--- src/rtl/ctrl_pkg.sv ---
// rtl/ctrl_pkg.sv - shared opcodes, state encoding and write-back codes for the control sequencer
package ctrl_pkg;

  localparam int DEFAULT_TIMEOUT = 8;

  typedef enum logic [3:0] {
    ST_IDLE,
    ST_FETCH,
    ST_LOAD,
    ST_DECODE,
    ST_EXEC,
    ST_MEM,
    ST_WB,
    ST_HALT,
    ST_ERR
  } state_e;

  localparam logic [3:0] OP_NOP  = 4'h0;
  localparam logic [3:0] OP_ADD  = 4'h1;
  localparam logic [3:0] OP_SUB  = 4'h2;
  localparam logic [3:0] OP_AND  = 4'h3;
  localparam logic [3:0] OP_OR   = 4'h4;
  localparam logic [3:0] OP_XOR  = 4'h5;
  localparam logic [3:0] OP_LDI  = 4'h6;
  localparam logic [3:0] OP_LD   = 4'h7;
  localparam logic [3:0] OP_ST   = 4'h8;
  localparam logic [3:0] OP_JMP  = 4'h9;
  localparam logic [3:0] OP_BEQ  = 4'hA;
  localparam logic [3:0] OP_HALT = 4'hF;

  localparam logic [1:0] WB_ALU = 2'b00;
  localparam logic [1:0] WB_IMM = 2'b01;
  localparam logic [1:0] WB_MEM = 2'b10;

  function automatic logic is_alu_op(input logic [3:0] op);
    case (op)
      OP_ADD, OP_SUB, OP_AND, OP_OR, OP_XOR: return 1'b1;
      default:                               return 1'b0;
    endcase
  endfunction

  function automatic logic [1:0] wb_sel_for(input logic [3:0] op);
    case (op)
      OP_LDI:  return WB_IMM;
      OP_LD:   return WB_MEM;
      default: return WB_ALU;
    endcase
  endfunction

endpackage

--- src/rtl/ctrl_timer.sv ---
// rtl/ctrl_timer.sv - ack-wait timeout counter; expired flags the TIMEOUT-th waiting cycle
module ctrl_timer #(
  parameter int TIMEOUT = 8
) (
  input  logic clk,
  input  logic rst,
  input  logic clear,
  input  logic enable,
  output logic expired
);

  localparam int CW = (TIMEOUT > 1) ? $clog2(TIMEOUT) : 1;

  logic [CW-1:0] count_q;

  assign expired = (count_q == CW'(TIMEOUT - 1));

  // Saturates at the expiry value so a stalled enable never wraps back to zero.
  always_ff @(posedge clk or negedge rst) begin
    if (!rst) begin
      count_q <= '0;
    end else if (clear) begin
      count_q <= '0;
    end else if (enable && !expired) begin
      count_q <= count_q + CW'(1);
    end
  end

endmodule

--- src/rtl/ctrl_sequencer.sv ---
// rtl/ctrl_sequencer.sv - multi-cycle instruction sequencer: fetch, decode, execute, memory, write-back
module ctrl_sequencer
  import ctrl_pkg::*;
#(
  parameter int TIMEOUT = DEFAULT_TIMEOUT
) (
  input  logic       clk,
  input  logic       rst,
  input  logic       start,
  input  logic [3:0] opcode,
  input  logic       zero,
  input  logic       imem_ack,
  input  logic       dmem_ack,
  output logic       imem_req,
  output logic       ir_we,
  output logic       pc_inc,
  output logic       pc_load,
  output logic [3:0] alu_op,
  output logic       rf_we,
  output logic [1:0] wb_sel,
  output logic       dmem_re,
  output logic       dmem_we,
  output logic       busy,
  output logic       halted,
  output logic       err
);

  state_e     state_q, state_d;
  logic [3:0] opcode_q, opcode_d;
  logic       imem_req_q, imem_req_d;
  logic       ir_we_q, ir_we_d;
  logic       pc_load_q, pc_load_d;
  logic [3:0] alu_op_q, alu_op_d;
  logic       rf_we_q, rf_we_d;
  logic [1:0] wb_sel_q, wb_sel_d;
  logic       dmem_re_q, dmem_re_d;
  logic       dmem_we_q, dmem_we_d;
  logic       busy_q, busy_d;
  logic       halted_q, halted_d;
  logic       err_q, err_d;

  logic timer_clear, timer_enable, timer_expired;

  assign timer_enable = (state_q == ST_FETCH) || (state_q == ST_MEM);
  assign timer_clear  = ((state_d == ST_FETCH) || (state_d == ST_MEM)) && (state_d != state_q);

  ctrl_timer #(.TIMEOUT(TIMEOUT)) u_timer (
    .clk     (clk),
    .rst     (rst),
    .clear   (timer_clear),
    .enable  (timer_enable),
    .expired (timer_expired)
  );

  always_comb begin
    state_d  = state_q;
    opcode_d = opcode_q;
    case (state_q)
      ST_IDLE:   if (start) state_d = ST_FETCH;
      ST_FETCH: begin
        if (imem_ack)           state_d = ST_LOAD;
        else if (timer_expired) state_d = ST_ERR;
      end
      ST_LOAD:   state_d = ST_DECODE;
      ST_DECODE: begin
        opcode_d = opcode;
        state_d  = ST_EXEC;
      end
      ST_EXEC: begin
        case (opcode_q)
          OP_NOP, OP_JMP, OP_BEQ:                       state_d = ST_FETCH;
          OP_ADD, OP_SUB, OP_AND, OP_OR, OP_XOR, OP_LDI: state_d = ST_WB;
          OP_LD, OP_ST:                                 state_d = ST_MEM;
          OP_HALT:                                      state_d = ST_HALT;
          default:                                      state_d = ST_ERR;
        endcase
      end
      ST_MEM: begin
        if (dmem_ack)           state_d = (opcode_q == OP_LD) ? ST_WB : ST_FETCH;
        else if (timer_expired) state_d = ST_ERR;
      end
      ST_WB:   state_d = ST_FETCH;
      ST_HALT: state_d = ST_HALT;
      ST_ERR:  state_d = ST_ERR;
      default: state_d = ST_IDLE;
    endcase
  end

  // Outputs are decoded from the next state so they are registered alongside it.
  always_comb begin
    imem_req_d = (state_d == ST_FETCH);
    ir_we_d    = (state_d == ST_LOAD);
    rf_we_d    = (state_d == ST_WB);
    dmem_re_d  = (state_d == ST_MEM) && (opcode_d == OP_LD);
    dmem_we_d  = (state_d == ST_MEM) && (opcode_d == OP_ST);
    pc_load_d  = (state_d == ST_EXEC) &&
                 ((opcode_d == OP_JMP) || ((opcode_d == OP_BEQ) && zero));
    busy_d     = !((state_d == ST_IDLE) || (state_d == ST_HALT) || (state_d == ST_ERR));
    halted_d   = (state_d == ST_HALT);
    err_d      = (state_d == ST_ERR);
    alu_op_d   = 4'h0;
    wb_sel_d   = WB_ALU;
    if (state_d == ST_EXEC) begin
      alu_op_d = is_alu_op(opcode_d) ? opcode_d : 4'h0;
      wb_sel_d = wb_sel_for(opcode_d);
    end else if ((state_d == ST_MEM) || (state_d == ST_WB)) begin
      alu_op_d = alu_op_q;
      wb_sel_d = wb_sel_q;
    end
  end

  always_ff @(posedge clk or negedge rst) begin
    if (!rst) begin
      state_q    <= ST_IDLE;
      opcode_q   <= 4'h0;
      imem_req_q <= 1'b0;
      ir_we_q    <= 1'b0;
      pc_load_q  <= 1'b0;
      alu_op_q   <= 4'h0;
      rf_we_q    <= 1'b0;
      wb_sel_q   <= WB_ALU;
      dmem_re_q  <= 1'b0;
      dmem_we_q  <= 1'b0;
      busy_q     <= 1'b0;
      halted_q   <= 1'b0;
      err_q      <= 1'b0;
    end else begin
      state_q    <= state_d;
      opcode_q   <= opcode_d;
      imem_req_q <= imem_req_d;
      ir_we_q    <= ir_we_d;
      pc_load_q  <= pc_load_d;
      alu_op_q   <= alu_op_d;
      rf_we_q    <= rf_we_d;
      wb_sel_q   <= wb_sel_d;
      dmem_re_q  <= dmem_re_d;
      dmem_we_q  <= dmem_we_d;
      busy_q     <= busy_d;
      halted_q   <= halted_d;
      err_q      <= err_d;
    end
  end

  assign imem_req = imem_req_q;
  assign ir_we    = ir_we_q;
  assign pc_inc   = ir_we_q;
  assign pc_load  = pc_load_q;
  assign alu_op   = alu_op_q;
  assign rf_we    = rf_we_q;
  assign wb_sel   = wb_sel_q;
  assign dmem_re  = dmem_re_q;
  assign dmem_we  = dmem_we_q;
  assign busy     = busy_q;
  assign halted   = halted_q;
  assign err      = err_q;

endmodule
--- config.mk ---
export PLATFORM = sky130hd
export DESIGN_NAME = ctrl_sequencer
export DESIGN_NICKNAME = d
export VERILOG_FILES = /design/src/rtl/ctrl_pkg.sv /design/src/rtl/ctrl_timer.sv /design/src/rtl/ctrl_sequencer.sv
export SDC_FILE = /design/constraint.sdc
export NUM_CORES = 1
export LEC_CHECK = 0
export ABC_CLOCK_PERIOD_IN_PS = 2300
export BUFFER_PORTS_ARGS = -buffer_cell sky130_fd_sc_hd__buf_2
export CAP_MARGIN = 0
export CORE_MARGIN = 2
export CORE_UTILIZATION = 54
export CTS_CLUSTER_DIAMETER = 100
export DETAILED_ROUTE_END_ITERATION = 8
export GPL_ROUTABILITY_DRIVEN = 0
export GPL_TIMING_DRIVEN = 0
export PLACE_DENSITY = 0.76
export SKIP_CTS_REPAIR_TIMING = 1
export SLEW_MARGIN = 15
export SYNTH_ARGS = -nofsm -noshare
export SYNTH_HDL_FRONTEND = slang
export SYNTH_SLANG_ARGS = --single-unit
--- constraint.sdc ---
create_clock -name clk -period 2.3 [get_ports clk]
set_input_delay 0.46 -clock clk [delete_from_list [all_inputs] [get_ports clk]]
set_output_delay 0.46 -clock clk [all_outputs]
set_load 0.05 [all_outputs]
==> impl_metrics.tcl, run 1 <==
set metrics [dict create \
    critPathRequiredTime_ns 2.54 \
    min-delay-path-class "primary input to asynchronous set/reset pin" \
    crit_family "simple AND/OR/NAND/NOR gates" \
    cp-end-kind "flop" \
    postSynthCellCount 134 \
    clock_latency_ns 0.31 \
    status "finished, final reports clean" \
    path_max_fanout 10 \
    synth_edf_count 0 \
    drc_errors 0 \
    p_total_mw 2.470 \
    drt-total-wl_um 2628 \
    synth_nets 146 \
    ys_types 49 \
    clockRootBuffer "clkbuf_4" \
    cap_violations 0 \
    row_count 18 \
    r2r_setup_slack_ns 0.12 \
    num-fill-cells 201 \
    p_per_area_nw_per_um2 1482 \
    max_slew_margin 0.6098 \
    place_ws_ns 0.1271 \
    syn_area_um2 1445 \
    cts_tree "done" \
    instances_no_fill 193 \
    slew_viol_final 0 \
    drive_gt1_frac 0.3129 \
    wl_per_cell_um 13.62 \
    die_y_um 55.73 \
    synth_commonest_cells "dfrtp_1, inv_1, nor2_1" \
    ant_nets 0 \
    clk_path_buf_depth 2 \
    syn2layout_area_growth_pct 15.32 \
    setup_viol 0 \
    synth_top_area_cell "dfrtp_1" \
    startpoint_type "flop" \
    synth-seq-area-share 0.4502 \
    worstMarginPinSlew_ns 0.5853 \
    start_util 0.5781 \
    drtIter0Drc 9 \
    grt_pass1_vias 1044 \
    die-area_um2 3106 \
    dpl.hpwl_um 1996 \
    cp_data_arrival_time_ns 2.41 \
    fin_setup_tns_ns 0 \
    dp.cells 189 \
    crit_slowest_cell "dfrtp_1" \
    rsz0062_at_grt "no" \
    fin_skew_ns 0.006315 \
    dr.pass1.iters 4 \
    finalHoldViolations 0 \
    clkTransAtPathRegs_ns 0.14 \
    synthArstFlopShare 1.000 \
    max_stage_delay_ns 0.42 \
    final_net_count 176 \
    leakagePower_nw 0.8051 \
    grt_pass1_wl_um 4616 \
    grt_max_degree 27 \
    coreArea_um2 2500 \
    crit_chain "ha_1 > ha_1 > nor2b_1 > a211o_1 > a21oi_1 > or2_2 > buf_4 > nand3_1 > nor4_2" \
    cts_sinks 26 \
    synth_area_leaders "dfrtp_1, mux2i_1, a31o_1, buf_4, inv_1" \
    vias 1078 \
    antenna_found_initial 0 \
    syn_area_per_cell_um2 10.78 \
    yosys_register_bits 26 \
    cts_buffers 3 \
    die_w_um 55.73 \
    critPathKind "flop to flop" \
    cpMostUsedCell "ha_1" \
    ios 26 \
    ir_drop_uv 819.6 \
    ys.flop_type "dfrtp_1" \
    num_antenna_cells 0 \
    fin_crit_ns 2.175 \
    fin_ws_ns 0.1249 \
    via_per_inst 5.585 \
    htreeDepth 1 \
    grt_overflow 0 \
    fmax_mhz 459.7 \
    cp_num_buf_inv 1 \
    netlist.area_leader.share 0.4502 \
    portBuffers 25 \
    yosysMostFrequentCell "dfrtp_1" \
    groute.usage.overall 0.1861 \
    synth_warnings 0 \
    finalCritPeriodShare 0.9457 \
]
[per-stage QoR]
stage	cell area, µm²	hold slack [ns]	utilization
2_1_floorplan	1445	0.1644	-
3_3_place_gp	1608	0.4732	0.6431
3_5_place_dp	1608	0.4892	0.6431
4_1_cts	1660	0.1297	0.6642
5_1_grt	1667	0.1604	0.6667
6_report	1667	0.1163	0.6667
[cells in the final DEF (no fill, tap or decap), types with 3 or more instances in the layout]
master / count
a21oi_1: 4
a31o_1: 5
a31oi_1: 3
and3_1: 4
buf_2: 28
buf_4: 5
clkbuf_4: 3
dfrtp_1: 26
inv_1: 8
mux2i_1: 5
nand2_1: 5
nand2b_1: 4
nand3_1: 3
nor2_1: 7
nor2b_1: 4
nor3_1: 4
nor3b_1: 4
[path summary, 6_finish.rpt]
path                               startpoint        end  depth (start not counted)
max                        u_timer.count_q[0]    dmem_we                          9
min                                       rst    pc_load                          1
max reg2reg                u_timer.count_q[0]    dmem_we                          9
min reg2reg                         alu_op[0]  alu_op[0]                          1
max in group asynchronous                 rst     halted                          1
min in group clk                    opcode[2]    pc_load                          2
[cells by family after synthesis]
logic type | share of synthesized area
AO/OA/AOI/OAI | 0.1593
XOR/XNOR | 0.03117
buffers and inverters | 0.06494
adder cells (fa/ha/maj) | 0.01731
multiplexers | 0.05022
flip-flops | 0.4502
AND/OR/NAND/NOR | 0.2268
[state kept, by name (all words and copies together), names as in the netlist, 2 cells and up]
signal / count
state_q: 4
alu_op: 4
wb_sel: 2
opcode_q: 4
u_timer.count_q: 3
[area by class of cell]
cell class	count	area, µm²	share of cell area
buffer	9	63.81	0.03829
clock buffer	3	22.52	0.01351
clock inverter	1	30.03	0.01802
inverter	8	30.03	0.01802
multi-input combinational	91	706.9	0.4242
sequential	26	650.6	0.3904
tap	30	37.54	0.02252
timing repair buffer	25	125.1	0.07508
[metal layers]
layer	wire length (µm)	track usage	up-vias
met2	1270	0.3248	21
met1	1246	0.2436	512
met5	0	0	-
met3	95	0.02791	2
li1	-	-	543
met4	15	0.04181	0
[power breakdown]
part | switching (mW) | total [mW] | internal, mW
clock | 0.133 | 0.309 | 0.176
sequential | 0.0712 | 0.661 | 0.589
combinational | 0.895 | 1.50 | 0.605
Power figures use the tool's default switching activity.
==> run 2: changes to the inputs <==
--- a/config.mk
+++ b/config.mk
@@ -14,7 +14,7 @@
 export DETAILED_ROUTE_END_ITERATION = 8
 export GPL_ROUTABILITY_DRIVEN = 0
 export GPL_TIMING_DRIVEN = 0
-export PLACE_DENSITY = 0.76
+export PLACE_DENSITY = 0.78
 export SKIP_CTS_REPAIR_TIMING = 1
 export SLEW_MARGIN = 15
 export SYNTH_ARGS = -nofsm -noshare
==> run 2 against run 1 <==
  * Clock power is essentially flat
  * Highest routed layer unchanged
  * First-iteration DRC count grew to 3.8 times the previous value
  * Routed wire length grew 6.7%
  * Sequential share of layout area shrank 0.52 points
  * Clock skew is essentially flat
==> impl_metrics.tcl, run 2 (synthesized netlist as in run 1, its figures left out) <==
set metrics [dict create \
    instances_no_fill 194 \
    ios 26 \
    layout_commonest_cell "buf_2" \
    final_net_count 177 \
    path_max_fanout 10 \
    leakagePower_nw 0.8118 \
    row_count 18 \
    clk_path_buf_depth 2 \
    setup_viol 0 \
    slew_viol_final 0 \
    portBuffers 25 \
    via_per_inst 5.845 \
    num_antenna_cells 0 \
    grt_max_degree 27 \
    fin_setup_tns_ns 0 \
    drive_gt1_frac 0.3293 \
    cp-end-kind "flop" \
    cts_tree "done" \
    vias 1134 \
    start_util 0.5781 \
    htreeDepth 1 \
    ir_drop_uv 973.2 \
    dr.pass1.iters 4 \
    max_slew_margin 0.6349 \
    min-delay-path-class "primary input to asynchronous set/reset pin" \
    status "finished, final reports clean" \
    startpoint_type "flop" \
    finalCritPeriodShare 0.9527 \
    dp.cells 189 \
    die_w_um 55.73 \
    die-area_um2 3106 \
    finalHoldViolations 0 \
    worstMarginPinSlew_ns 0.5476 \
    cts_buffers 3 \
    critPathKind "flop to flop" \
    wl_per_cell_um 14.45 \
    fmax_mhz 456.4 \
    cp_data_arrival_time_ns 2.41 \
    critPathRequiredTime_ns 2.52 \
    cts_sinks 26 \
    num-fill-cells 196 \
    grt_pass1_vias 1097 \
    ant_nets 0 \
    p_per_area_nw_per_um2 1505 \
    clkTransAtPathRegs_ns 0.14 \
    final_cell_mix "buf_2, dfrtp_1, inv_1" \
    coreArea_um2 2500 \
    cap_violations 0 \
    fin_crit_ns 2.191 \
    drtIter0Drc 34 \
    clockRootBuffer "clkbuf_4" \
    drc_errors 0 \
    fin_skew_ns 0.006654 \
    grt_pass1_wl_um 4836 \
    p_total_mw 2.543 \
    groute.usage.overall 0.1995 \
    drt-total-wl_um 2804 \
    clock_latency_ns 0.32 \
    grt_overflow 0 \
    syn2layout_area_growth_pct 16.88 \
    antenna_found_initial 0 \
    dpl.hpwl_um 2090 \
    die_y_um 55.73 \
    rsz0062_at_grt "no" \
]
-- run 2: worst paths after layout --
check | startpoint | to | slack (ns) | cells past startpoint
max in group asynchronous | rst | state_q[1] | 1.83 | 1
setup / recovery | u_timer.count_q[0] | dmem_we | 0.11 | 9
setup reg to reg | u_timer.count_q[0] | dmem_we | 0.11 | 9
hold / removal | rst | alu_op[3] | 0.11 | 1
min in group clk | opcode[2] | pc_load | 0.36 | 2
hold reg to reg | wb_sel[1] | wb_sel[1] | 0.52 | 1
-- run 2: final cells by class --
type | instances | area (µm²) | area share
multi-input combinational | 91 | 718.2 | 0.4252
sequential | 26 | 650.6 | 0.3852
timing repair buffer | 26 | 132.6 | 0.07852
buffer | 9 | 67.56 | 0.04000
tap | 30 | 37.54 | 0.02222
clock inverter | 1 | 30.03 | 0.01778
inverter | 8 | 30.03 | 0.01778
clock buffer | 3 | 22.52 | 0.01333
-- run 2: worst max-delay path, stage by stage, from the launching register on --
cell and delay, ns:
dfrtp_1 0.41, ha_1 0.20, ha_1 0.22, nor2b_1 0.14, a211o_1 0.27, a21oi_2 0.15, or2_4 0.15, buf_6 0.13
nand3_2 0.10, nor4_2 0.32
-- run 2: metrics by stage --
stage            util  hold WS, ns  worst slack, ns  instance area [µm²]
3_5_place_dp   0.6431       0.4845          0.09223                 1608
6_report       0.6757       0.1091           0.1088                 1689
2_1_floorplan       -       0.1644           0.3487                 1445
3_3_place_gp   0.6431       0.4770           0.1381                 1608
4_1_cts        0.6642       0.1212         -0.04618                 1660
5_1_grt        0.6757       0.1466         0.001779                 1689
-- run 2: power breakdown --
| group | switching [mW] | total [mW] | leakage, nW | internal (mW) |
|---|---|---|---|---|
| Clock | 0.132 | 0.308 | 0.0279 | 0.176 |
| Sequential | 0.0708 | 0.660 | 0.340 | 0.589 |
| Combinational | 0.939 | 1.57 | 0.444 | 0.636 |
| Total | 1.14 | 2.54 | 0.812 | 1.40 |
-- run 2: routing by layer --
layer,track usage,vias up,share of wire
met4,0.1185,0,0.026
met2,0.3163,37,0.50
met1,0.2580,544,0.43
li1,-,545,-
met5,0,-,0
met3,0.03023,8,0.048
